--- src/rtl/sqrt_seg_driver.sv ---
// sqrt_seg_driver
//   Output stage for the pipelined square-root core. A valid delay line follows
//   each operand through the core. The root is captured when it emerges. The
//   captured root is held on a 7-segment digit. The decimal point flashes after
//   each capture, and otherwise shows an optional heartbeat.
//
// Ports
//   clk       system clock, rising edge
//   rst       synchronous active-high reset
//   in_valid  high in the cycle an operand enters the sqrt core
//   root_in   sqrt core result, taken from its last stage register
//   hb_en     lets the heartbeat blink dp_out while no flash is running
//   seg_out   {g,f,e,d,c,b,a}, active-high segments, registered
//   dp_out    decimal point, registered
//   root_q    last captured root, registered
//   busy      high while any operand is still in flight in the core
module sqrt_seg_driver #(
  parameter int LATENCY   = 4,
  parameter int FLASH_CYC = 8,
  parameter int HB_BITS   = 12
) (
  input  logic       clk,
  input  logic       rst,
  input  logic       in_valid,
  input  logic [3:0] root_in,
  input  logic       hb_en,
  output logic [6:0] seg_out,
  output logic       dp_out,
  output logic [3:0] root_q,
  output logic       busy
);

  localparam logic [6:0] SEG_DASH = 7'h40;

  typedef enum logic {
    IDLE,  // nothing captured since reset, digit shows a dash
    SHOW   // digit holds the most recent root
  } state_t;

  state_t               state, state_nxt;
  logic [LATENCY-1:0]   vld;
  logic [7:0]           flash, flash_nxt;
  logic [HB_BITS-1:0]   hb;
  logic                 capture;
  logic [6:0]           seg_nxt;
  logic [3:0]           root_nxt;
  logic                 dp_nxt;

  function automatic logic [6:0] hex7(input logic [3:0] d);
    case (d)
      4'h0: hex7 = 7'h3F;
      4'h1: hex7 = 7'h06;
      4'h2: hex7 = 7'h5B;
      4'h3: hex7 = 7'h4F;
      4'h4: hex7 = 7'h66;
      4'h5: hex7 = 7'h6D;
      4'h6: hex7 = 7'h7D;
      4'h7: hex7 = 7'h07;
      4'h8: hex7 = 7'h7F;
      4'h9: hex7 = 7'h6F;
      4'hA: hex7 = 7'h77;
      4'hB: hex7 = 7'h7C;
      4'hC: hex7 = 7'h39;
      4'hD: hex7 = 7'h5E;
      4'hE: hex7 = 7'h79;
      default: hex7 = 7'h71;
    endcase
  endfunction

  // The oldest delay-line slot lines up with the cycle in which root_in
  // carries that operand's result.
  assign capture = vld[LATENCY-1];
  assign busy    = |vld;

  // NOTE: this block gives every output a default before any branch, so
  // each path assigns every signal and no latch is inferred.
  always_comb begin
    state_nxt = state;
    root_nxt  = root_q;
    seg_nxt   = seg_out;
    flash_nxt = (flash != 8'd0) ? flash - 8'd1 : 8'd0;

    case (state)
      IDLE:    seg_nxt = SEG_DASH;
      SHOW:    seg_nxt = seg_out;
      default: seg_nxt = SEG_DASH;
    endcase

    // A capture reloads the flash timer even while it is counting down.
    if (capture) begin
      state_nxt = SHOW;
      root_nxt  = root_in;
      seg_nxt   = hex7(root_in);
      flash_nxt = 8'(FLASH_CYC);
    end

    // The flash takes priority. The heartbeat shows only when no flash will
    // be running after this edge.
    dp_nxt = (flash_nxt != 8'd0) | (hb_en & hb[HB_BITS-1] & (flash_nxt == 8'd0));
  end

  // NOTE: registers use non-blocking assignments, so every flop samples
  // values from before the edge. The delay line shifts correctly in one edge.
  always_ff @(posedge clk) begin
    if (rst) begin
      state   <= IDLE;
      vld     <= '0;
      flash   <= 8'd0;
      hb      <= '0;
      root_q  <= 4'd0;
      seg_out <= SEG_DASH;
      dp_out  <= 1'b0;
    end else begin
      vld[0] <= in_valid;
      for (int k = 1; k < LATENCY; k++) vld[k] <= vld[k-1];
      state   <= state_nxt;
      flash   <= flash_nxt;
      hb      <= hb + 1'b1;
      root_q  <= root_nxt;
      seg_out <= seg_nxt;
      dp_out  <= dp_nxt;
    end
  end

endmodule

--- config.mk ---
export PLATFORM = sky130hd
export DESIGN_NAME = sqrt_seg_driver
export DESIGN_NICKNAME = d
export VERILOG_FILES = /design/src/rtl/sqrt_seg_driver.sv
export SDC_FILE = /design/constraint.sdc
export NUM_CORES = 1
export LEC_CHECK = 0
export CAP_MARGIN = 20
export CORE_ASPECT_RATIO = 1.2
export CORE_MARGIN = 3
export CORE_UTILIZATION = 45
export CTS_CLUSTER_DIAMETER = 120
export DETAILED_ROUTE_END_ITERATION = 7
export PLACE_DENSITY = 0.76
export SLEW_MARGIN = 40
export SYNTH_ARGS = -nofsm -noshare
export SYNTH_HDL_FRONTEND = slang
export SYNTH_SLANG_ARGS = --single-unit
--- constraint.sdc ---
create_clock -name clk -period 1.4 [get_ports clk]
set_clock_uncertainty 0.15 [all_clocks]
set_input_delay 0.28 -clock clk [delete_from_list [all_inputs] [get_ports clk]]
set_output_delay 0.28 -clock clk [all_outputs]
set_load 0.005 [all_outputs]
==> results.txt, run 1 <==
Outcome -> complete, but fails checks
Worst r2r src -> flash[4]
ANT nets after route -> 0
HPWL after DPL -> 2.40 mm
Comb pwr share -> 0.432
Worst slew pin tran -> 0.289 ns
Ranking of synthesized cells by area -> dfxtp_1 (44%), ha_1 (5.9%), nor2_1 (5.3%), a21oi_1 (4.1%), xnor2_1 (3.6%)
HP Class -> input port to register
Starting Density -> 0.487
1st-iter DRT viols -> 66
Share of post-route cells with drive strength above 1 -> 0.331
Core box area -> 0.00348 mm2
Power Density -> 1510 mW/mm2
Die X -> 62.1 um
Clock transition at path regs -> 0.07 ns
Clock share of power -> 0.197
Row count -> 23
Commonest non-fill, non-tap cells in the layout -> dfxtp_1 (25), buf_4 (25), nor2_1 (23)
Final Hold Vio Count -> 0
Synthesis Warnings -> 0
Max-cap check violation count -> 0
Gr usage total -> 0.172
Sequential share of the synthesized area -> 0.437
Ys flop type -> dfxtp_1
Root buf cell -> clkbuf_8
Placed cell count -> 280
Mapped Cells -> 193
Global-route wire length before repair -> 5.87 mm
Setup CP Type -> register to output port
DR pass1 iterations -> 5
I/O pin cnt -> 21
WHS Path Cells -> 3
Fin worst setup slack -> -0.300 ns
Lkg Pwr -> 0.968 nW
Unrepaired setup endpoints after global routing -> true
Initial antenna violation count -> 0
Die H -> 73.3 um
Req. time, crit path -> 0.97 ns
Crit path max fanout -> 2
Tcrit/Tclk final -> 1.21
Non-Filler Instances -> 295
Detailed-route wire length -> 3.91 mm
Total congestion overflow -> 0
Pin count of the biggest net entering global routing -> 33
Syn_nets -> 209
Pins Over Slew Limit -> 0
CTS tree -> built
Vias in the first global route -> 1400
DRC Markers -> 0
Clk sinks -> 37
Net Switching -> 0.00125 W
Register bit total from synthesis -> 37
Via density per instance -> 5.16
Tot Pwr -> 0.00364 W
Hold_buf cts -> 0
Arr. time, crit path -> 1.27 ns
Internal power -> 0.00239 W
CP endpoint kind -> output port
Layout overhead on the synthesized area -> 41.9%
Min Tclk post-route -> 1.70 ns
IO buf count -> 20
Max clock buf depth -> 2
Worst-skew pair later-pin latency -> 0.29 ns
Synth Area per Inst -> 8.79 um2
VDD IR max -> 610 uV
Ant diodes -> 0
Post-Syn Area -> 0.00170 mm2
Top-area cell type share of the netlist area -> 0.437
DIE AREA -> 0.00455 mm2
Worst r2r path cells -> 5
Wire length per cell -> 13.2 um
Total CTS buffers -> 5
Hold path start -> root_in[0]
Rel. slew slack -> 0.807
Ys async rst share -> 0
Post-synth top area cell -> dfxtp_1
Net Sw Frac -> 0.344
Sequential Power Share -> 0.370
R2r setup slk -> -0.10 ns
Gpl congestion -> 0.828
Vias post-DR -> 1521
Crit path launch type -> register
Final setup fails -> 8
Synth cell types -> 36
EDFF count, synth -> 0
Reg-to-reg endpoint -> dp_out
F_max -> 0.588 GHz
# H-tree levels -> 2
Violated checks -> negative setup slack
Nets -> 260
Hold Crit Endpoint -> root_q[0]
per-layer routing:
layer / share of wire / global-route usage
met3: 0.025 / 0.0387
met5: 0 / 0
met2: 0.50 / 0.266
met1: 0.46 / 0.216
met4: 0.023 / 0.0920
power groups by stage:
stage,combinational (W),clock [W],sequential [W]
after floorplan,0.000701,0,0.00134
after global placement,0.00118,0,0.00132
after detailed placement,0.00120,0,0.00133
after CTS,0.00135,0.000742,0.00133
after global routing,0.00172,0.000785,0.00136
final,0.00157,0.000718,0.00135
worst max-delay path by stage:
stage	start	end	slack (ns)	cells after the start
3_3_place_gp	root_in[0]	seg_out[3]	-0.43	7
5_1_grt	vld[0]	busy	-0.33	2
6_report	vld[0]	busy	-0.30	2
3_5_place_dp	root_in[0]	seg_out[3]	-0.47	7
2_1_floorplan	flash[4]	dp_out	-0.002	4
4_1_cts	vld[2]	busy	-0.30	2
state kept, by name (all words and copies together) (netlist names):
signal / flops
seg_out: 7
vld: 4
dp_out: 1
hb: 12
flash: 8
root_q: 4
state: 1
critical path, cell delays in order, from the launching register on:
cell	delay [ns]
dfxtp_2	0.32
or4_4	0.53
buf_6	0.13
per-stage QoR:
step / utilization / setup TNS (ns) / hold WS (ns) / worst slack, ns / instance area (um2)
after floorplan: - / -0.00243 / 0.202 / -0.00243 / 1700
after global placement: 0.612 / -3.28 / 0.282 / -0.433 / 2130
after detailed placement: 0.612 / -3.65 / 0.289 / -0.470 / 2130
after CTS: 0.648 / -0.669 / 0.305 / -0.298 / 2250
after global routing: 0.691 / -1.36 / 0.324 / -0.331 / 2410
final: 0.691 / -0.619 / 0.298 / -0.300 / 2410
synthesized netlist by cell type, types with 2 or more instances:
cell / number
a21o_1: 2
a21oi_1: 14
a31oi_1: 2
clkbuf_1: 6
dfxtp_1: 37
ha_1: 8
inv_1: 9
mux2i_1: 5
nand2_1: 13
nand2b_1: 2
nand3_1: 8
nand3b_1: 6
nor2_1: 24
nor2b_1: 6
nor3_1: 6
nor4_2: 2
o211ai_1: 7
o21ai_0: 7
or3_1: 4
xnor2_1: 7
xor2_1: 3
what timing repair did:
| action | 4_1_cts | 5_1_grt |
|---|---|---|
| gates cloned | 0 | 2 |
| gates resized for setup | 36 | 27 |
| buffers inserted | 2 | 4 |
| setup endpoints to repair | 26 | 19 |
| endpoints found under the hold margin | 0 | 0 |
| pin swaps | 9 | 12 |
logic make-up (layout without fill, tap and decap cells):
family                     after synthesis  after routing  share of synthesized area
DFF                                     37             37                      0.437
AOI/OAI and AO/OA                       36             36                      0.128
buffers and inverters                   17             69                     0.0383
adders and majority gates                8              8                     0.0590
and+or+nand+nor                         79             79                      0.250
xor gates and xnor gates                10             10                     0.0516
muxes                                    6              6                     0.0361
cell type report:
type / count / area [um2]
Clock inverter: 3 / 17.5
Multi-Input combinational cell: 139 / 981
Inverter: 9 / 33.8
Sequential cell: 37 / 766
Tap cell: 50 / 62.6
Fill cell: 270 / 1070
Clock buffer: 5 / 68.8
Timing Repair Buffer: 52 / 478
(Power assumes the default switching activity.)
==> inputs of run 2 (changes only) <==
--- a/config.mk
+++ b/config.mk
@@ -5,13 +5,14 @@
 export SDC_FILE = /design/constraint.sdc
 export NUM_CORES = 1
 export LEC_CHECK = 0
+export ABC_CLOCK_PERIOD_IN_PS = 2100
 export CAP_MARGIN = 20
 export CORE_ASPECT_RATIO = 1.2
 export CORE_MARGIN = 3
 export CORE_UTILIZATION = 45
 export CTS_CLUSTER_DIAMETER = 120
 export DETAILED_ROUTE_END_ITERATION = 7
-export PLACE_DENSITY = 0.76
+export PLACE_DENSITY = 0.74
 export SLEW_MARGIN = 40
 export SYNTH_ARGS = -nofsm -noshare
 export SYNTH_HDL_FRONTEND = slang
==> constraint.sdc (replaced) <==
create_clock -name clk -period 2.1 [get_ports clk]
set_clock_uncertainty 0.15 [all_clocks]
set_input_delay 0.42 -clock clk [delete_from_list [all_inputs] [get_ports clk]]
set_output_delay 0.42 -clock clk [all_outputs]
set_load 0.005 [all_outputs]
==> results.txt, run 2 (synthesis results as in run 1) <==
Outcome -> finished, final reports clean
Max reg flops -> 12
Pin count of the biggest net entering global routing -> 25
Critical path's largest stage delay -> 0.53 ns
Max clock buf depth -> 2
Vias in the first global route -> 1196
Share of post-route cells with drive strength above 1 -> 0.100
Design area -> 0.00206 mm2
Worst slew pin tran -> 0.414 ns
Wire length per cell -> 10.7 um
Ant diodes -> 0
FILL cells -> 301
Clock share of power -> 0.237
Unrepaired setup endpoints after global routing -> false
Worst r2r path cells -> 6
Net Switching -> 0.000621 W
Total CTS buffers -> 5
Final Hold Vio Count -> 0
Initial antenna violation count -> 0
VDD IR max -> 490 uV
Rel. slew slack -> 0.722
CTS tree -> built
Crit path max fanout -> 2
Regs by FF count -> hb (12), flash (8), seg_out (7)
Final setup fails -> 0
DIE AREA -> 0.00455 mm2
Tcrit/Tclk final -> 0.939
HP Class -> register to register
Slowest CP cell -> or4_1
Power Density -> 936 mW/mm2
F_max -> 0.507 GHz
Arr. time, crit path -> 1.40 ns
Min Tclk post-route -> 1.97 ns
Worst-skew pair later-pin latency -> 0.28 ns
IO buf count -> 20
R2r setup slk -> 0.40 ns
Core box area -> 0.00348 mm2
Area occupied by multi-input gates -> 891 um2
Row count -> 23
Setup CP Type -> register to output port
CP endpoint kind -> output port
Clk sinks -> 37
Layout overhead on the synthesized area -> 21.5%
Hold_buf cts -> 0
Hold Crit Endpoint -> hb[0]
Hold path start -> hb[0]
Global-route wire length before repair -> 5.06 mm
Net Sw Frac -> 0.321
Nets -> 235
WHS Path Cells -> 1
Reg-to-reg endpoint -> dp_out
Max-cap check violation count -> 0
Buf/Inv on CP -> 1
Die X -> 62.1 um
ANT nets after route -> 0
Root buf cell -> clkbuf_8
Sequential Power Share -> 0.459
# H-tree levels -> 2
1st-iter DRT viols -> 59
Setup TNS -> 0 ns
Sequential Area -> 741 um2
Req. time, crit path -> 1.53 ns
Clock transition at path regs -> 0.07 ns
Worst setup path start -> vld[3]
Pins Over Slew Limit -> 0
HPWL after DPL -> 2.15 mm
Vias post-DR -> 1319
Crit path launch type -> register
Detailed-route wire length -> 2.90 mm
Comb pwr share -> 0.304
Commonest non-fill, non-tap cells in the layout -> dfxtp_1 (37), nor2_1 (24), clkdlybuf4s50_1 (19)
Starting Density -> 0.487
Largest register by flop count -> hb
Most common cell after layout, fill and taps aside -> dfxtp_1
DRC Markers -> 0
Die H -> 73.3 um
Gpl congestion -> 0.776
Gr usage total -> 0.146
Levels on crit path -> 2
DR pass1 iterations -> 4
Total congestion overflow -> 0
Worst r2r src -> flash[0]
Cell family with most CP delay -> simple AND/OR/NAND/NOR gates
I/O pin cnt -> 21
Lkg Pwr -> 0.758 nW
Via density per instance -> 4.89
Internal power -> 0.00131 W
Cells along the critical path -> or4_1, dlygate4sd2_1
Placed Area -> 0.00198 mm2
==> run 2: cell types whose count changed in the layout (fill, tap and decap cells not counted), moves of 8 or more <==
cell	change
buf_4	-18
clkdlybuf4s50_1	+15
dfxtp_1	+12
dfxtp_2	-8
dlygate4sd2_1	-13
==> run 2: layout make-up <==
cell class / instances / share of cell area
clock buffers: 6 / 0.0352
clock inverters: 2 / 0.00485
multi-input cells: 139 / 0.432
well taps: 50 / 0.0303
inverters: 9 / 0.0164
flip-flops and latches: 37 / 0.359
repair buffers: 27 / 0.122
==> run 2: worst reg2reg max path, stage by stage (launching register included) <==
cell and delay (ns):
dfxtp_1 0.44, inv_1 0.10, ha_1 0.27, and3b_2 0.21
a31oi_1 0.16, o21ai_0 0.10, a41oi_1 0.19
==> run 2: per-layer routing <==
layer | vias up | GRT usage | part of all wire
li1 | 715 | - | -
met1 | 585 | 0.182 | 0.49
met2 | 17 | 0.234 | 0.48
met3 | 2 | 0.0475 | 0.035
met4 | 0 | 0.0495 | 0.0028
met5 | - | 0 | 0
==> run 2: repair_timing <==
item	CTS	global route
resized for setup	1	0
buffers inserted	0	0
setup endpoints to repair	1	0
==> run 2: worst max path at each step <==
stage                            end  slack [ns]
after floorplan               dp_out        0.61
after global placement    seg_out[0]        0.08
after detailed placement  seg_out[0]        0.04
after CTS                       busy        0.11
after global routing            busy        0.09
final                           busy        0.13
==> run 2: power groups by stage <==
stage                     registers [W]  clock network (W)  logic (W)
after global routing           0.000900           0.000504   0.000667
after global placement         0.000902                  0   0.000591
after detailed placement       0.000903                  0   0.000591
final                          0.000887           0.000457   0.000587
after floorplan                0.000888                  0   0.000463
after CTS                      0.000887           0.000479   0.000595
==> run 2: through the flow <==
step / instances / worst slack (ns) / total power [W] / util / hold slack (ns)
floorplan: 193 / 0.606 / 0.00135 / - / 0.268
global placement: 262 / 0.0814 / 0.00149 / 0.569 / 0.281
detailed placement: 262 / 0.0421 / 0.00149 / 0.569 / 0.289
CTS: 270 / 0.110 / 0.00196 / 0.592 / 0.305
global route: 270 / 0.0936 / 0.00207 / 0.592 / 0.318
finish: 270 / 0.128 / 0.00193 / 0.592 / 0.300
